==> src/rtl/map_arb_if.sv <==
// Requester/map-side signal bundle for map_arb. The slave modport is the arbiter;
// the master modport is whatever drives the requesters and models the map.
interface map_arb_if;
  logic [1:0] req;
  logic [1:0] cfg;
  logic [7:0] page0;
  logic [7:0] page1;
  logic [7:0] nfr0;
  logic [7:0] nfr1;
  logic [1:0] ack;
  logic       err;
  logic [7:0] frame_o;
  logic [1:0] gnt;
  logic       m_s_;
  logic       m_ad15;
  logic       m_rd;
  logic [7:0] m_cfg_page;
  logic [7:0] m_cfg_frame;
  logic [7:0] m_page;
  logic       m_cok;
  logic [7:0] m_frame;
  logic       m_pvalid;
  logic       m_reset_hold;

  modport slave (
    input  req, cfg, page0, page1, nfr0, nfr1,
    input  m_cok, m_frame, m_pvalid, m_reset_hold,
    output ack, err, frame_o, gnt,
    output m_s_, m_ad15, m_rd, m_cfg_page, m_cfg_frame, m_page
  );

  modport master (
    output req, cfg, page0, page1, nfr0, nfr1,
    output m_cok, m_frame, m_pvalid, m_reset_hold,
    input  ack, err, frame_o, gnt,
    input  m_s_, m_ad15, m_rd, m_cfg_page, m_cfg_frame, m_page
  );
endinterface

==> src/rtl/map_arb.sv <==
// Two-master arbiter/sequencer in front of the page->frame map: grants one
// requester at a time and runs either a translate or a configure cycle on the map.
module map_arb #(
  parameter int CFG_TIMEOUT = 15,
  parameter int FAIR        = 1
) (
  input logic      clk,
  input logic      reset_,
  map_arb_if.slave bus
);

  localparam logic [7:0] TMO = 8'(CFG_TIMEOUT);

  typedef enum logic [2:0] {IDLE, TADDR, TDATA, CSTART, CWAIT, CREL} state_t;

  state_t     state;
  logic       win;
  logic       rr;
  logic       pend_err;
  logic [7:0] cnt;
  logic       any_req;
  logic       sel;
  logic [1:0] win_oh;

  // rr names the requester preferred when both are asking.
  always_comb begin
    any_req = |bus.req;
    sel     = 1'b0;
    if (FAIR != 0) sel = (&bus.req) ? rr : bus.req[1];
    else           sel = ~bus.req[0];
    win_oh  = win ? 2'b10 : 2'b01;
  end

  always_ff @(posedge clk or negedge reset_) begin
    if (!reset_) begin
      state           <= IDLE;
      win             <= 1'b0;
      rr              <= 1'b0;
      pend_err        <= 1'b0;
      cnt             <= '0;
      bus.ack         <= '0;
      bus.err         <= 1'b0;
      bus.frame_o     <= '0;
      bus.gnt         <= '0;
      bus.m_s_        <= 1'b1;
      bus.m_ad15      <= 1'b0;
      bus.m_rd        <= 1'b0;
      bus.m_page      <= '0;
      bus.m_cfg_page  <= '0;
      bus.m_cfg_frame <= '0;
    end else begin
      bus.ack <= '0;
      bus.err <= 1'b0;
      case (state)
        IDLE: begin
          if (any_req && !bus.m_reset_hold) begin
            win     <= sel;
            bus.gnt <= sel ? 2'b10 : 2'b01;
            if (bus.cfg[sel]) begin
              bus.m_cfg_page  <= sel ? bus.page1 : bus.page0;
              bus.m_cfg_frame <= sel ? bus.nfr1  : bus.nfr0;
              state           <= CSTART;
            end else begin
              bus.m_page <= sel ? bus.page1 : bus.page0;
              bus.m_rd   <= 1'b1;
              state      <= TADDR;
            end
          end
        end
        TADDR: state <= TDATA;
        TDATA: begin
          bus.frame_o <= bus.m_frame;
          bus.err     <= ~bus.m_pvalid;
          bus.ack     <= win_oh;
          bus.m_rd    <= 1'b0;
          bus.gnt     <= '0;
          rr          <= ~win;
          state       <= IDLE;
        end
        CSTART: begin
          bus.m_s_   <= 1'b0;
          bus.m_ad15 <= 1'b1;
          cnt        <= TMO;
          pend_err   <= 1'b0;
          state      <= CWAIT;
        end
        CWAIT: begin
          if (bus.m_cok) begin
            bus.m_s_   <= 1'b1;
            bus.m_ad15 <= 1'b0;
            state      <= CREL;
          end else begin
            cnt <= cnt - 8'd1;
            // The counter reaches zero on this edge: give up on cok.
            if (cnt == 8'd1) begin
              pend_err   <= 1'b1;
              bus.m_s_   <= 1'b1;
              bus.m_ad15 <= 1'b0;
              state      <= CREL;
            end
          end
        end
        CREL: begin
          if (!bus.m_cok) begin
            bus.ack  <= win_oh;
            bus.err  <= pend_err;
            pend_err <= 1'b0;
            bus.gnt  <= '0;
            rr       <= ~win;
            state    <= IDLE;
          end
        end
        default: state <= IDLE;
      endcase
    end
  end

endmodule
==> src/flat_wrapper.sv <==
// flat-port wrapper written by rule: the top's interface ports become plain ports
module map_arb_flat 
#(
  parameter int CFG_TIMEOUT = 15,
  parameter int FAIR        = 1
)
  (clk, reset_, bus_req, bus_cfg, bus_page0, bus_page1, bus_nfr0, bus_nfr1, bus_m_cok, bus_m_frame, bus_m_pvalid, bus_m_reset_hold, bus_ack, bus_err, bus_frame_o, bus_gnt, bus_m_s_, bus_m_ad15, bus_m_rd, bus_m_cfg_page, bus_m_cfg_frame, bus_m_page);
  map_arb_if bus_i ();
  input logic clk;
  input logic reset_;
  input wire logic [$bits(bus_i.req)-1:0] bus_req;
  input wire logic [$bits(bus_i.cfg)-1:0] bus_cfg;
  input wire logic [$bits(bus_i.page0)-1:0] bus_page0;
  input wire logic [$bits(bus_i.page1)-1:0] bus_page1;
  input wire logic [$bits(bus_i.nfr0)-1:0] bus_nfr0;
  input wire logic [$bits(bus_i.nfr1)-1:0] bus_nfr1;
  input wire logic [$bits(bus_i.m_cok)-1:0] bus_m_cok;
  input wire logic [$bits(bus_i.m_frame)-1:0] bus_m_frame;
  input wire logic [$bits(bus_i.m_pvalid)-1:0] bus_m_pvalid;
  input wire logic [$bits(bus_i.m_reset_hold)-1:0] bus_m_reset_hold;
  output wire logic [$bits(bus_i.ack)-1:0] bus_ack;
  output wire logic [$bits(bus_i.err)-1:0] bus_err;
  output wire logic [$bits(bus_i.frame_o)-1:0] bus_frame_o;
  output wire logic [$bits(bus_i.gnt)-1:0] bus_gnt;
  output wire logic [$bits(bus_i.m_s_)-1:0] bus_m_s_;
  output wire logic [$bits(bus_i.m_ad15)-1:0] bus_m_ad15;
  output wire logic [$bits(bus_i.m_rd)-1:0] bus_m_rd;
  output wire logic [$bits(bus_i.m_cfg_page)-1:0] bus_m_cfg_page;
  output wire logic [$bits(bus_i.m_cfg_frame)-1:0] bus_m_cfg_frame;
  output wire logic [$bits(bus_i.m_page)-1:0] bus_m_page;
  assign bus_i.req = bus_req;
  assign bus_i.cfg = bus_cfg;
  assign bus_i.page0 = bus_page0;
  assign bus_i.page1 = bus_page1;
  assign bus_i.nfr0 = bus_nfr0;
  assign bus_i.nfr1 = bus_nfr1;
  assign bus_i.m_cok = bus_m_cok;
  assign bus_i.m_frame = bus_m_frame;
  assign bus_i.m_pvalid = bus_m_pvalid;
  assign bus_i.m_reset_hold = bus_m_reset_hold;
  assign bus_ack = bus_i.ack;
  assign bus_err = bus_i.err;
  assign bus_frame_o = bus_i.frame_o;
  assign bus_gnt = bus_i.gnt;
  assign bus_m_s_ = bus_i.m_s_;
  assign bus_m_ad15 = bus_i.m_ad15;
  assign bus_m_rd = bus_i.m_rd;
  assign bus_m_cfg_page = bus_i.m_cfg_page;
  assign bus_m_cfg_frame = bus_i.m_cfg_frame;
  assign bus_m_page = bus_i.m_page;
  map_arb #(.CFG_TIMEOUT(CFG_TIMEOUT), .FAIR(FAIR)) u_core (.clk(clk), .reset_(reset_), .bus(bus_i));
endmodule
==> config.mk <==
export PLATFORM = sky130hd
export DESIGN_NAME = map_arb_flat
export DESIGN_NICKNAME = d
export VERILOG_FILES = /design/src/rtl/map_arb_if.sv /design/src/rtl/map_arb.sv /design/src/flat_wrapper.sv
export SDC_FILE = /design/constraint.sdc
export NUM_CORES = 1
export LEC_CHECK = 0
export BUFFER_PORTS_ARGS = -buffer_cell sky130_fd_sc_hd__buf_2
export CORE_ASPECT_RATIO = 1.25
export CORE_UTILIZATION = 50
export CTS_CLUSTER_SIZE = 30
export DETAILED_ROUTE_END_ITERATION = 8
export HOLD_SLACK_MARGIN = 0.05
export PLACE_DENSITY_LB_ADDON = 0.25
export SETUP_SLACK_MARGIN = 0.05
export SLEW_MARGIN = 5
export SYNTH_ARGS = -nofsm -noshare
export SYNTH_HDL_FRONTEND = slang
export SYNTH_SLANG_ARGS = --single-unit
==> constraint.sdc <==
create_clock -name clk -period 2.4 [get_ports clk]
set_input_delay 0.24 -clock clk [delete_from_list [all_inputs] [get_ports clk]]
set_output_delay 0.24 -clock clk [all_outputs]
set_load 0.02 [all_outputs]
==> flow_summary.yaml <==
logic_synthesis:
  async_flop_share_pct: 100.0
  syn_area_per_cell_um2: 12.96
  syn_area_um2: 2605
  ys_ff_latch: 54
  yosysMostFrequentCell: "dfrtp_1"
  yosys.area.top_type: "dfrtp_1"
  yosysWarningCount: 0
  synth_common_cells: "dfrtp_1 (53), mux2_2 (32), mux2_1 (17), nor2_1 (14), o21ai_0 (9)"
  synthFlopType: "dfrtp_1"
  synth_edf_count: 0
  syn_nets: 252
  ys_types: 48
  yosys-top-cells-area: "dfrtp_1 (51%), mux2_2 (14%), mux2_1 (7.3%)"
  synthCells: 201
  seq_area_frac_synth_pct: 51.92
  synth_top_area_share_pct: 50.91
floorplanning:
  core-area_um2: 5044
  die_area_um2: 5505
  start_util_pct: 51.65
  die_h_um: 82.70
  io_pins: 89
  die_w_um: 66.56
  rows: 29
min_path:
  hold_depth: 2
  hp-class: "in -> reg"
  hold_start: "bus_m_pvalid"
  min_to: "u_core.bus.err"
cts:
  cts_tree: "done"
  clk_latency_ns: 0.31
  post-cts-setup-buffers: 0
  cts_inserted_buffers: 5
  holdBufCountCts: 1
  cts.sinks: 54
  postCtsResizedCells: 0
  htreeDepth: 2
  root_buffer: "clkbuf_8"
  cts_buffer_depth: 2
  cts.reportedPaths.clkPinSlew_ns: 0.09
sta:
  setup_viol_count_final: 0
  hold_violations: 0
  fin_tns_setup_ns: 0
  rsz0062_at_grt: "no"
  setup_slack_ns: 0.5067
  hold_slack_ns: 0.1195
  slew_headroom_pct: 55.74
  max_freq_ghz: 0.5282
  skew_ns: 0.004888
  timing.final.crit_share_pct: 78.89
  worst_pin_slew_ns: 0.6638
  min_period_ns: 1.893
  slew_violations: 0
placement:
  io_buffers: 88
  pre_cts_ws_ns: 0.5083
  placed_area_um2: 3107
  place.gp.congestion: 0.8289
  dp_hpwl_mm: 3.969
global_routing:
  grt_max_degree: 31
  grtUsageTotal_pct: 20.83
  first_global_vias: 1817
  antenna_found_initial: 0
  grt-ovfl-total: 0
  grt_pass1_wl_mm: 8.487
cells_and_area:
  diodes: 0
  syn_to_final_growth_pct: 23.97
  n_fill_cell: 404
  fin_util_pct: 64.03
  multi_input_area_um2: 1169
  final_layout_size_suffix_gt1_share_pct: 51.01
  stdcell_area_um2: 3229
  regArea_um2: 1353
  layout.nets: 346
critical_path:
  worst-endpoint-arrival_ns: 2.09
  r2r_end: "u_core.bus.m_cfg_page[2]"
  r2r-start: "u_core.state[1]"
  path_class: "reg -> reg"
  reg2reg_depth: 4
  cp-end-kind: "flop"
  cp_max_fo: 16
  critPathRequiredTime_ns: 2.60
  max_stage_delay_ns: 0.52
  ff2ff_setup_slack_ns: 0.51
  critPathSlowestCell: "dfrtp_1"
  path_cells: "nor2_1, nand3b_2, a21oi_4, mux2_2"
  crit_path_start_kind: "flop"
detailed_routing:
  ant_nets: 0
  drt_iter0_markers: 68
  drt_pre_antenna_iters: 4
  avgRoutedWirePerCell_um: 14.44
  viasPerCell: 5.170
  drcViolationCount: 0
  drt_wl_total_mm: 5.171
  vias: 1851
pwr:
  leakagePower_uw: 0.001542
  ir_worst_vdd_uv: 748.9
  powerDensity_nw_per_um2: 1208
flow_run:
  cap_violations: 0
outcome:
  status: "completed"
[where the power goes]
group          internal, uW  switching, uW  leakage (uW)
sequential             1310            264      0.000651
combinational           744            975      0.000832
clock                   313            297     0.0000585
[final cells by class]
class                      instances  area share [%]
inverter                           8          0.9299
clock inverter                     3           1.356
timing repair buffer              94           15.11
sequential                        54           41.88
clock buffer                       5           2.131
tap                               62           2.402
multi-input combinational        132           36.19
[flip-flops by register name (all words and copies together), names as in the netlist]
signal                  cells
u_core.cnt                  8
u_core.bus.m_s_             1
u_core.rr                   1
u_core.bus.gnt              2
u_core.bus.m_cfg_page       8
u_core.bus.ack              2
u_core.bus.m_page           8
u_core.state                3
u_core.win                  1
u_core.bus.m_ad15           1
u_core.bus.m_cfg_frame      8
u_core.pend_err             1
u_core.bus.err              1
u_core.bus.frame_o          8
u_core.bus.m_rd             1
[routing by layer]
layer | up-vias | wire length [um] | GRT usage [%]
met5 | - | 0 | 0
met4 | 0 | 82 | 8.085
met2 | 58 | 2698 | 37.07
met3 | 7 | 248 | 4.945
li1 | 899 | - | -
met1 | 887 | 2141 | 23.91
[metrics by stage]
stage | instances | total power, uW
floorplan | 201 | 2760
finish | 358 | 3902
detailed placement | 349 | 3329
global route | 358 | 4164
CTS | 358 | 3946
global placement | 349 | 3266
[cells by family after synthesis]
family                   share of synthesized area (%)
AND/OR/NAND/NOR                                  13.16
buffers and inverters                            3.218
XOR/XNOR                                         1.681
AO/OA/AOI/OAI                                    7.878
flip-flops                                       51.92
adder cells (fa/ha/maj)                         0.9605
multiplexers                                     21.18
[worst max-delay path by stage]
stage | startpoint | end | slack, ns
floorplan | u_core.rr | u_core.bus.m_cfg_frame[1] | 0.70
detailed placement | u_core.state[1] | u_core.bus.m_cfg_page[1] | 0.51
CTS | u_core.state[1] | u_core.bus.m_cfg_page[4] | 0.48
global placement | u_core.state[1] | u_core.bus.m_cfg_frame[6] | 0.60
global route | u_core.state[1] | u_core.bus.m_cfg_frame[4] | 0.40
finish | u_core.state[1] | u_core.bus.m_cfg_page[2] | 0.51
[worst max-delay path: cells and delay by family, from the launching register on]
kind	cells	cell delay, ns
compound gates	1	0.47
flops	1	0.52
mux	1	0.40
simple gates	2	0.39
[cells in the final DEF (no fill, tap or decap), drive strengths merged]
| cell | n |
|---|---|
| o211a | 2 |
| a21boi | 1 |
| nor2b | 5 |
| or4 | 1 |
| o31ai | 1 |
| a22o | 1 |
| o21ba | 1 |
| mux2 | 49 |
| and3 | 1 |
| a22oi | 1 |
| a21oi | 5 |
| ha | 2 |
| nand2 | 6 |
| or3 | 2 |
| nand3 | 2 |
| nor4b | 2 |
| nor4 | 1 |
| nand4 | 1 |
| dfrtp | 53 |
| xor2 | 2 |
| clkinv | 1 |
| dfstp | 1 |
| o21a | 1 |
| a222oi | 1 |
| nor3b | 2 |
| or3b | 1 |
| a21o | 1 |
| nor3 | 3 |
| and2 | 1 |
| o211ai | 2 |
| inv | 9 |
| o21ai | 11 |
| nor2 | 15 |
| nand2b | 2 |
| clkbuf | 5 |
| bufinv | 1 |
| xnor2 | 3 |
| nand3b | 3 |
| dlygate4sd3 | 1 |
| buf | 93 |
Power figures use the tool's default switching activity.
